==> src/rtl/dmem_arb_pkg.sv <==
// ---------------------------------------------------------------------------
// dmem_arb_pkg
// Shared definitions for the data-memory arbiter that sits between the scalar
// MEM stage and the vector load/store unit.
//   DEF_AW / DEF_DW / DEF_LW : default address, data and burst-length widths
//   arb_state_t              : arbiter FSM states
// ---------------------------------------------------------------------------
package dmem_arb_pkg;

   localparam int DEF_AW = 32;
   localparam int DEF_DW = 32;
   localparam int DEF_LW = 8;

   // IDLE   : scalar traffic flows straight through, vector bursts may start
   // VBURST : one vector element issued per non-stalled cycle
   // VDRAIN : the last read of a vector burst is returning
   // VDONE  : one-cycle completion pulse before handing the port back
   typedef enum logic [1:0] {
      IDLE   = 2'd0,
      VBURST = 2'd1,
      VDRAIN = 2'd2,
      VDONE  = 2'd3
   } arb_state_t;

endpackage

==> src/rtl/vaddr_gen.sv <==
// ---------------------------------------------------------------------------
// vaddr_gen
// Vector element address generator. Holds the element counter and a running
// address that starts at the burst base and is advanced by the stride on every
// issued element, so no multiplier is needed for base + k*stride.
// Ports:
//   clk, rst      : clock and synchronous active-high reset
//   load          : capture base/stride and restart the counter at 0
//   step          : one element was issued; advance address and counter
//   base, stride  : burst parameters, sampled when load is high
//   addr          : address of the element that will be issued next
//   k             : index of the element that will be issued next
// ---------------------------------------------------------------------------
module vaddr_gen
   import dmem_arb_pkg::*;
#(
   parameter int AW = DEF_AW,
   parameter int LW = DEF_LW
) (
   input  logic          clk,
   input  logic          rst,
   input  logic          load,
   input  logic          step,
   input  logic [AW-1:0] base,
   input  logic [AW-1:0] stride,
   output logic [AW-1:0] addr,
   output logic [LW-1:0] k
);

   logic [AW-1:0] stride_q;

   // The accumulator wraps naturally at 2^AW, which gives the modulo address
   // arithmetic for free. Load has priority so a new burst always starts clean.
   always_ff @(posedge clk) begin
      if (rst) begin
         addr     <= '0;
         stride_q <= '0;
         k        <= '0;
      end else if (load) begin
         addr     <= base;
         stride_q <= stride;
         k        <= '0;
      end else if (step) begin
         addr     <= addr + stride_q;
         k        <= k + LW'(1);
      end
   end

endmodule

==> src/rtl/dmem_arbiter.sv <==
// ---------------------------------------------------------------------------
// dmem_arbiter
// Shares one single-ported data memory between the scalar MEM stage and a
// strided vector load/store unit. Scalar accesses pass through combinationally
// while idle; a vector burst, once started, owns the port until it completes.
// Ports:
//   clk, rst                         : clock, synchronous active-high reset
//   i_stall                          : external stall, blocks any new access
//   i_s_req/i_s_we/i_s_addr/i_s_wdata: scalar access request
//   o_s_gnt, o_s_stall               : scalar accepted / scalar must hold
//   i_v_start/i_v_we/i_v_base/i_v_stride/i_v_len/i_v_wdata : vector burst
//   o_v_wack                         : vector write data consumed this cycle
//   o_v_rvalid, o_v_rdata            : vector read data return
//   o_v_busy, o_v_done               : burst in progress / burst finished
//   o_mem_en/o_mem_we/o_mem_addr/o_mem_wdata, i_mem_rdata : memory port,
//                                      read data valid one cycle after a read
// ---------------------------------------------------------------------------
module dmem_arbiter
   import dmem_arb_pkg::*;
#(
   parameter int AW = DEF_AW,
   parameter int DW = DEF_DW,
   parameter int LW = DEF_LW
) (
   input  logic          clk,
   input  logic          rst,
   input  logic          i_stall,
   input  logic          i_s_req,
   input  logic          i_s_we,
   input  logic [AW-1:0] i_s_addr,
   input  logic [DW-1:0] i_s_wdata,
   output logic          o_s_gnt,
   output logic          o_s_stall,
   input  logic          i_v_start,
   input  logic          i_v_we,
   input  logic [AW-1:0] i_v_base,
   input  logic [AW-1:0] i_v_stride,
   input  logic [LW-1:0] i_v_len,
   input  logic [DW-1:0] i_v_wdata,
   output logic          o_v_wack,
   output logic          o_v_rvalid,
   output logic [DW-1:0] o_v_rdata,
   output logic          o_v_busy,
   output logic          o_v_done,
   output logic          o_mem_en,
   output logic          o_mem_we,
   output logic [AW-1:0] o_mem_addr,
   output logic [DW-1:0] o_mem_wdata,
   input  logic [DW-1:0] i_mem_rdata
);

   arb_state_t    state;
   arb_state_t    state_nxt;
   logic          we_q;
   logic [LW-1:0] len_q;
   logic          rd_pending;
   logic          prio_vec;
   logic          v_win;
   logic          s_grant;
   logic          v_accept;
   logic          v_issue;
   logic          v_last;
   logic [AW-1:0] v_addr;
   logic [LW-1:0] k;

   vaddr_gen #(
      .AW (AW),
      .LW (LW)
   ) u_vaddr_gen (
      .clk    (clk),
      .rst    (rst),
      .load   (v_accept),
      .step   (v_issue),
      .base   (i_v_base),
      .stride (i_v_stride),
      .addr   (v_addr),
      .k      (k)
   );

   // Element len-1 is the last one; a zero-length burst never reaches VBURST,
   // so len_q is always at least 1 whenever this matters.
   assign v_last = (k == len_q - LW'(1));

   // FSM state register.
   always_ff @(posedge clk) begin
      if (rst) begin
         state <= IDLE;
      end else begin
         state <= state_nxt;
      end
   end

   // Burst bookkeeping. rd_pending marks that a vector read went out this
   // cycle, so its data comes back next cycle; clearing it on reset is what
   // suppresses any further rvalid from an abandoned burst. prio_vec is the
   // round-robin flag: it points at whichever requester was not served last
   // and starts out favouring the scalar side.
   always_ff @(posedge clk) begin
      if (rst) begin
         we_q       <= 1'b0;
         len_q      <= '0;
         rd_pending <= 1'b0;
         prio_vec   <= 1'b0;
      end else begin
         rd_pending <= v_issue && !we_q;
         if (v_accept) begin
            we_q  <= i_v_we;
            len_q <= i_v_len;
         end
         if (s_grant) begin
            prio_vec <= 1'b1;
         end else if (v_accept) begin
            prio_vec <= 1'b0;
         end
      end
   end

   // Next-state and output decode. Everything defaults to zero, and the whole
   // decode is skipped while rst is high so the outputs are quiet during and
   // right after reset regardless of what the requesters are doing. In IDLE a
   // vector start only wins against a simultaneous scalar request when the
   // round-robin flag points at it, and neither side is accepted while the
   // external stall is up. Only VBURST waits on i_stall: VDRAIN and VDONE
   // issue nothing, so the pending read still returns and done stays a single
   // pulse. The memory write-data bus is zeroed for reads and idle cycles.
   always_comb begin
      state_nxt   = state;
      v_win       = 1'b0;
      s_grant     = 1'b0;
      v_accept    = 1'b0;
      v_issue     = 1'b0;
      o_s_gnt     = 1'b0;
      o_s_stall   = 1'b0;
      o_v_wack    = 1'b0;
      o_v_rvalid  = 1'b0;
      o_v_rdata   = '0;
      o_v_busy    = 1'b0;
      o_v_done    = 1'b0;
      o_mem_en    = 1'b0;
      o_mem_we    = 1'b0;
      o_mem_addr  = '0;
      o_mem_wdata = '0;

      if (!rst) begin
         o_v_rvalid = rd_pending;
         o_v_rdata  = rd_pending ? i_mem_rdata : '0;
         o_v_busy   = (state != IDLE);

         unique case (state)
            IDLE: begin
               v_win = i_v_start && (!i_s_req || prio_vec);
               if (!i_stall) begin
                  if (v_win) begin
                     v_accept  = 1'b1;
                     state_nxt = (i_v_len == '0) ? VDONE : VBURST;
                  end else if (i_s_req) begin
                     s_grant     = 1'b1;
                     o_mem_en    = 1'b1;
                     o_mem_we    = i_s_we;
                     o_mem_addr  = i_s_addr;
                     o_mem_wdata = i_s_we ? i_s_wdata : '0;
                  end
               end
               o_s_gnt   = s_grant;
               o_s_stall = i_s_req && !s_grant;
            end

            VBURST: begin
               o_s_stall = i_s_req;
               if (!i_stall) begin
                  v_issue     = 1'b1;
                  o_mem_en    = 1'b1;
                  o_mem_we    = we_q;
                  o_mem_addr  = v_addr;
                  o_mem_wdata = we_q ? i_v_wdata : '0;
                  o_v_wack    = we_q;
                  if (v_last) begin
                     state_nxt = we_q ? VDONE : VDRAIN;
                  end
               end
            end

            VDRAIN: begin
               o_s_stall = i_s_req;
               state_nxt = VDONE;
            end

            VDONE: begin
               o_s_stall = i_s_req;
               o_v_done  = 1'b1;
               state_nxt = IDLE;
            end

            default: begin
               state_nxt = IDLE;
            end
         endcase
      end
   end

endmodule

==> config.mk <==
export PLATFORM = sky130hd
export DESIGN_NAME = dmem_arbiter
export DESIGN_NICKNAME = d
export VERILOG_FILES = /design/src/rtl/dmem_arb_pkg.sv /design/src/rtl/vaddr_gen.sv /design/src/rtl/dmem_arbiter.sv
export SDC_FILE = /design/constraint.sdc
export NUM_CORES = 1
export LEC_CHECK = 0
export ABC_AREA = 0
export CORE_MARGIN = 5
export CORE_UTILIZATION = 53
export DETAILED_ROUTE_END_ITERATION = 7
export DONT_BUFFER_PORTS = 1
export PLACE_DENSITY = 0.68
export SETUP_SLACK_MARGIN = 0.3
export SKIP_CTS_REPAIR_TIMING = 1
export SLEW_MARGIN = 30
export SYNTH_ARGS = -nofsm -noshare
export SYNTH_HDL_FRONTEND = slang
export SYNTH_SLANG_ARGS = --single-unit
==> constraint.sdc <==
create_clock -name clk -period 7.4 [get_ports clk]
set_input_delay 1.11 -clock clk [delete_from_list [all_inputs] [get_ports clk]]
set_output_delay 1.11 -clock clk [all_outputs]
set_load 0.03 [all_outputs]
==> qor.txt, run 1 <==
Status = complete, no violations
Post-DP HPWL = 18.3 mm
First-pass GRT wire length = 35.4 mm
Initial antenna violation count = 3
Primary FF master, synth = dfxtp_1
Boundary pin count = 311
Final Hold Vio Count = 0
# H-tree levels = 3
Clk sinks = 85
Via-per-instance ratio = 6.41
Worst Tran Pin Value = 0.954 ns
Net Count, Synth = 1148
Sum Neg Setup Slack = 0 ns
1st-iter DRT viols = 628
DRT antenna net count = 0
Yosys reg bits = 85
Die Height = 122 microns
Post-synthesis cell count = 903
Die area = 0.0149 sq mm
Layout cells sized above 1 = 0.0504
Sequential area share after synthesis = 0.255
Max-cap viol count = 0
Gr usage total = 0.306
Hold Crit Class = reg2reg
CTS tree = done
Initial core utilization = 0.534
Clk Latency, worst-skew pair = 0.35 ns
Die W = 122 microns
Residual DRC count = 0
YS warnings = 0
Clk_skew = 0.0114 ns
Cell area after synthesis = 0.00666 sq mm
Cts bufs inserted = 9
Post-synth ARST share = 0
Max Clock Freq = 231 MHz
WL/cell = 23.4 microns
IO buf count = 0
# setup viols final = 0
Drt pass-1 iters = 5
Num rows = 41
Worst VDD drop = 0.000131 V
Synthesized area per cell = 7.38 sq um
Slew Limit Fails = 0
CTS Root Cell = clkbuf_16
Via count = 6597
Largest net degree at the start of global routing = 93
CP endpoint kind = primary output
Final core utilization = 0.546
Gr ovfl total = 0
Crit path DAT = 3.22 ns
Leak Pwr = 0.00246 uW
Slew margin rel. = 0.364
Final layout net count = 1095
CTS Buffer Depth = 2
Number of global-route vias before repair = 6316
Min cycle time layout = 4.33 ns
WS Path Type = reg2out
Drt total wl = 24.0 mm
Synth unique cells = 70
Cell taking the most area after synthesis = dfxtp_1
Filler Cell Count = 1238
Worst path required time = 6.29 ns
Layout area overhead = 2.16%
Post-route clock period utilization = 0.586
Area contributors post-synth = dfxtp_1 (26%), nand2_1 (8.2%), a22oi_1 (7.2%)
Max FO, Critical Path = 62
Post-synth EDFFs = 0
Gp weighted congestion = 0.962
Core footprint = 0.0125 sq mm
Pwr dens = 233 mW/mm^2
Worst-path clk slew = 0.07 ns
Area fraction of the dominant cell type after synthesis = 0.255
Startpoint types = register
RSZ-0062 raised after global routing = false
==> cell usage in the layout (no fill, tap or decap), drive strengths merged, types with 15 or more instances in the layout <==
master / instances
o21ai: 28
a21o: 18
xnor2: 19
and2: 38
a311oi: 18
nor2: 121
dfxtp: 85
a21oi: 85
ha: 37
nand3: 15
a22oi: 64
nand2: 146
inv: 15
==> state kept, by name (all words and copies together), names as in the netlist <==
name	cells
state	2
u_vaddr_gen.addr	32
u_vaddr_gen.stride_q	32
u_vaddr_gen.k	8
prio_vec	1
rd_pending	1
len_q	8
we_q	1
==> metrics by stage <==
step / total power (uW) / worst slack [ns] / hold slack, ns / area [sq um] / cells
floorplan: 1050 / 3.56 / 0.438 / 6660 / 903
global placement: 1100 / 2.84 / 0.444 / 6490 / 1011
detailed placement: 1120 / 3.18 / 0.447 / 6490 / 1011
CTS: 1590 / 3.05 / 0.457 / 6790 / 1026
global route: 1670 / 2.91 / 0.476 / 6810 / 1029
finish: 1580 / 3.07 / 0.461 / 6810 / 1029
==> worst max-delay path, cell delays in order, from the launching register on <==
cell and delay (ns):
dfxtp_1 0.34, inv_1 0.10, ha_1 0.32, nor2b_4 0.19
buf_4 0.52, and2_2 0.68, a22oi_1 0.15, nor2_1 0.56
==> logic make-up after synthesis <==
family	after synthesis	share of synthesized area
simple gates	381	0.261
flops	85	0.255
compound gates	283	0.293
fa+ha+maj	38	0.0725
buf+inv	84	0.0764
xor+xnor	32	0.0421
==> power by group <==
| part | internal [uW] | switching (uW) | total (uW) |
|---|---|---|---|
| clock | 272 | 197 | 468 |
| combinational | 171 | 389 | 560 |
| sequential | 509 | 46.1 | 555 |
==> metal layers <==
metal | share of wire | track usage | vias to the layer above
li1 | - | - | 3128
met1 | 0.42 | 0.402 | 3129
met2 | 0.47 | 0.475 | 299
met3 | 0.090 | 0.0812 | 41
met4 | 0.026 | 0.129 | 0
met5 | 0 | 0 | -
==> final timing paths <==
path / from / cells after the start / slack [ns] / endpoint
setup / recovery: state[1] / 7 / 3.07 / o_mem_wdata[26]
hold / removal: u_vaddr_gen.stride_q[3] / 2 / 0.46 / u_vaddr_gen.stride_q[3]
setup reg to reg: u_vaddr_gen.addr[4] / 9 / 4.50 / u_vaddr_gen.addr[29]
hold reg to reg: u_vaddr_gen.stride_q[3] / 2 / 0.46 / u_vaddr_gen.stride_q[3]
==> final cells by class <==
cell class,instances,area (sq um),share of cell area
tap,172,215,0.0316
clock buffer,11,243,0.0357
multi-input combinational,734,4490,0.659
antenna,3,7.51,0.00110
clock inverter,4,56.3,0.00827
timing repair buffer,6,45.0,0.00662
inverter,14,52.6,0.00772
sequential,85,1700,0.250
==> synth_stat cells, drive strengths merged (15+ instances only) <==
cell type / count
clkbuf: 57
dfxtp: 85
a21o: 18
xnor2: 19
nand2: 146
a311oi: 18
a22oi: 64
and2: 38
nor2: 121
ha: 37
nand3: 15
o21ai: 28
a21oi: 85
(Power assumes the default switching activity.)
==> run 2, diff against run 1 <==
- PLACE_DENSITY: 0.68 -> 0.71
- clock period: 7.4 -> 3.9 ns (I/O delays scaled with it)
==> qor.txt, run 2 (same netlist as run 1, synthesis figures left out) <==
Status = complete, no violations (unchanged)
Finished Layout Cells = 1083 (was 1029)
Layout area overhead = 8.19% (was 2.16%)
Slew margin rel. = 0.508 (was 0.364)
Clk_skew = 0.0105 ns (was 0.0114 ns)
Gr ovfl total = 0 (unchanged)
CTS Root Cell = clkbuf_16 (unchanged)
Placed Cells = 1066 (was 1011)
Max FO, Critical Path = 11 (was 62)
First-pass GRT wire length = 35.2 mm (was 35.4 mm)
R2r setup slk = 1.07 ns (was 4.50 ns)
1st-iter DRT viols = 678 (was 628)
Gp weighted congestion = 0.969 (was 0.962)
Via count = 6829 (was 6597)
Finished Cell Area = 0.00721 sq mm (was 0.00681 sq mm)
Storage element area = 0.00170 sq mm (unchanged)
Met2 wire length = 11.8 mm (was 11.2 mm)
CP endpoint kind = primary output (unchanged)
Worst Tran Pin Value = 0.736 ns (was 0.954 ns)
Cts bufs inserted = 9 (unchanged)
Boundary pin count = 311 (unchanged)
Drt pass-1 iters = 6 (was 5)
Num rows = 41 (unchanged)
Worst path required time = 3.31 ns (was 6.29 ns)
Drt total wl = 24.1 mm (was 24.0 mm)
Via-per-instance ratio = 6.31 (was 6.41)
Residual DRC count = 0 (unchanged)
Clk sinks = 85 (unchanged)
Layout cells sized above 1 = 0.107 (was 0.0504)
Initial antenna violation count = 2 (was 3)
Largest net degree at the start of global routing = 90 (was 93)
Die W = 122 microns (unchanged)
Final layout net count = 1150 (was 1095)
Leak Pwr = 0.00275 uW (was 0.00246 uW)
DRT antenna net count = 0 (unchanged)
Area of the multi-input gates = 0.00448 sq mm (was 0.00449 sq mm)
IO buf count = 0 (unchanged)
CTS Buffer Depth = 2 (unchanged)
Number of global-route vias before repair = 6166 (was 6316)
Slew Limit Fails = 0 (unchanged)
Biggest regs = u_vaddr_gen.addr (32), u_vaddr_gen.stride_q (32) (unchanged)
Post-route clock period utilization = 0.873
Clk Latency, worst-skew pair = 0.35 ns (about the same)
# H-tree levels = 3 (unchanged)
Most frequent cells in the layout = nand2_1 (145), nor2_1 (121), dfxtp_1 (85) (unchanged)
WHS Endpoint = len_q[3] (was u_vaddr_gen.stride_q[3])
Hold Crit Class = in2reg (was reg2reg)
Commonest non-fill, non-tap cell in the layout = nand2_1 (unchanged)
Crit path DAT = 2.82 ns (was 3.22 ns)
Filler Cell Count = 1244 (was 1238)
CTS tree = done (unchanged)
Worst R2R End = u_vaddr_gen.addr[30] (was u_vaddr_gen.addr[29])
Core footprint = 0.0125 sq mm (unchanged)
# setup viols final = 0 (unchanged)
Reg2reg path depth = 10 (was 9)
Met3 WL post-DR = 2.20 mm (was 2.16 mm)
Die area = 0.0149 sq mm (unchanged)
Reg2reg start = u_vaddr_gen.addr[0] (was u_vaddr_gen.addr[4])
Sum Neg Setup Slack = 0 ns (unchanged)
Met1 wire length = 9.50 mm (was 10.0 mm)
Worst-path clk slew = 0.06 ns (was 0.07 ns)
Post-DP HPWL = 18.6 mm (was 18.3 mm)
Placed inst area = 0.00691 sq mm (was 0.00649 sq mm)
Max-cap viol count = 0 (unchanged)
WL/cell = 22.3 microns (was 23.4 microns)
RSZ-0062 raised after global routing = false (unchanged)
Max Clock Freq = 294 MHz
Final Hold Vio Count = 0 (unchanged)
Startpoint types = register (unchanged)
Pwr dens = 421 mW/mm^2 (was 233 mW/mm^2)
Die Height = 122 microns (unchanged)
Hold_sp = rst (was u_vaddr_gen.stride_q[3])
Min cycle time layout = 3.40 ns
WS Path Type = reg2out (unchanged)
Worst hold stages = 1 (was 2)
Min Hold Slack = 0.321 ns (was 0.461 ns)
Top layer in use = met4 (unchanged)
Worst VDD drop = 0.000337 V (was 0.000131 V)
Initial core utilization = 0.534 (unchanged)
Gr usage total = 0.306 (about the same)
run 2: changes by cell type in the layout (fill, tap and decap cells not counted), sizes merged:
| cell | delta |
|---|---|
| buf | +55 |
| clkinvlp | +1 |
| inv | -1 |
| clkbuf | +1 |
| diode | -2 |
run 2: layer usage:
metal,up-vias,global-route usage
met2,320,0.515
met4,0,0.109
met3,56,0.0799
li1,3249,-
met5,-,0
met1,3204,0.378
run 2: worst max-delay path by stage:
| stage | start | endpoint | slack, ns |
|---|---|---|---|
| 2_1_floorplan | state[0] | o_mem_wdata[10] | 0.88 |
| 3_3_place_gp | state[0] | o_mem_wdata[29] | 1.00 |
| 3_5_place_dp | state[0] | o_mem_wdata[29] | 0.95 |
| 4_1_cts | state[0] | o_mem_wdata[29] | 0.54 |
| 5_1_grt | state[1] | o_mem_wdata[29] | 0.33 |
| 6_report | state[0] | o_mem_wdata[29] | 0.50 |
run 2: critical path: stages, from the launching register on:
cell and delay (ns):
dfxtp_1 0.33, inv_1 0.12, ha_1 0.36, nor2b_1 0.25
and3_1 0.19, and2_1 0.45, buf_4 0.26, a22oi_1 0.10
nor2_1 0.21, buf_4 0.20
run 2: area by class of cell:
cell class	count	share of cell area
well taps	172	0.0299
diodes	1	0.000347
multi-input cells	734	0.622
clock inverters	4	0.00660
inverters	14	0.00729
flip-flops and latches	85	0.236
repair buffers	61	0.0635
clock buffers	12	0.0342
run 2: power breakdown:
part           leakage, uW  internal, uW  switching, uW
clock             0.000143           512            349
sequential        0.000691           966           96.9
combinational      0.00192           367            743
total              0.00275          1840           1190
run 2: metrics by stage:
stage / setup WS (ns) / power (uW) / util
after CTS: 0.538 / 3040 / 0.578
after floorplan: 0.879 / 1990 / -
final: 0.496 / 3030 / 0.578
after detailed placement: 0.947 / 2170 / 0.554
after global placement: 1.00 / 2160 / 0.554
after global routing: 0.335 / 3200 / 0.578
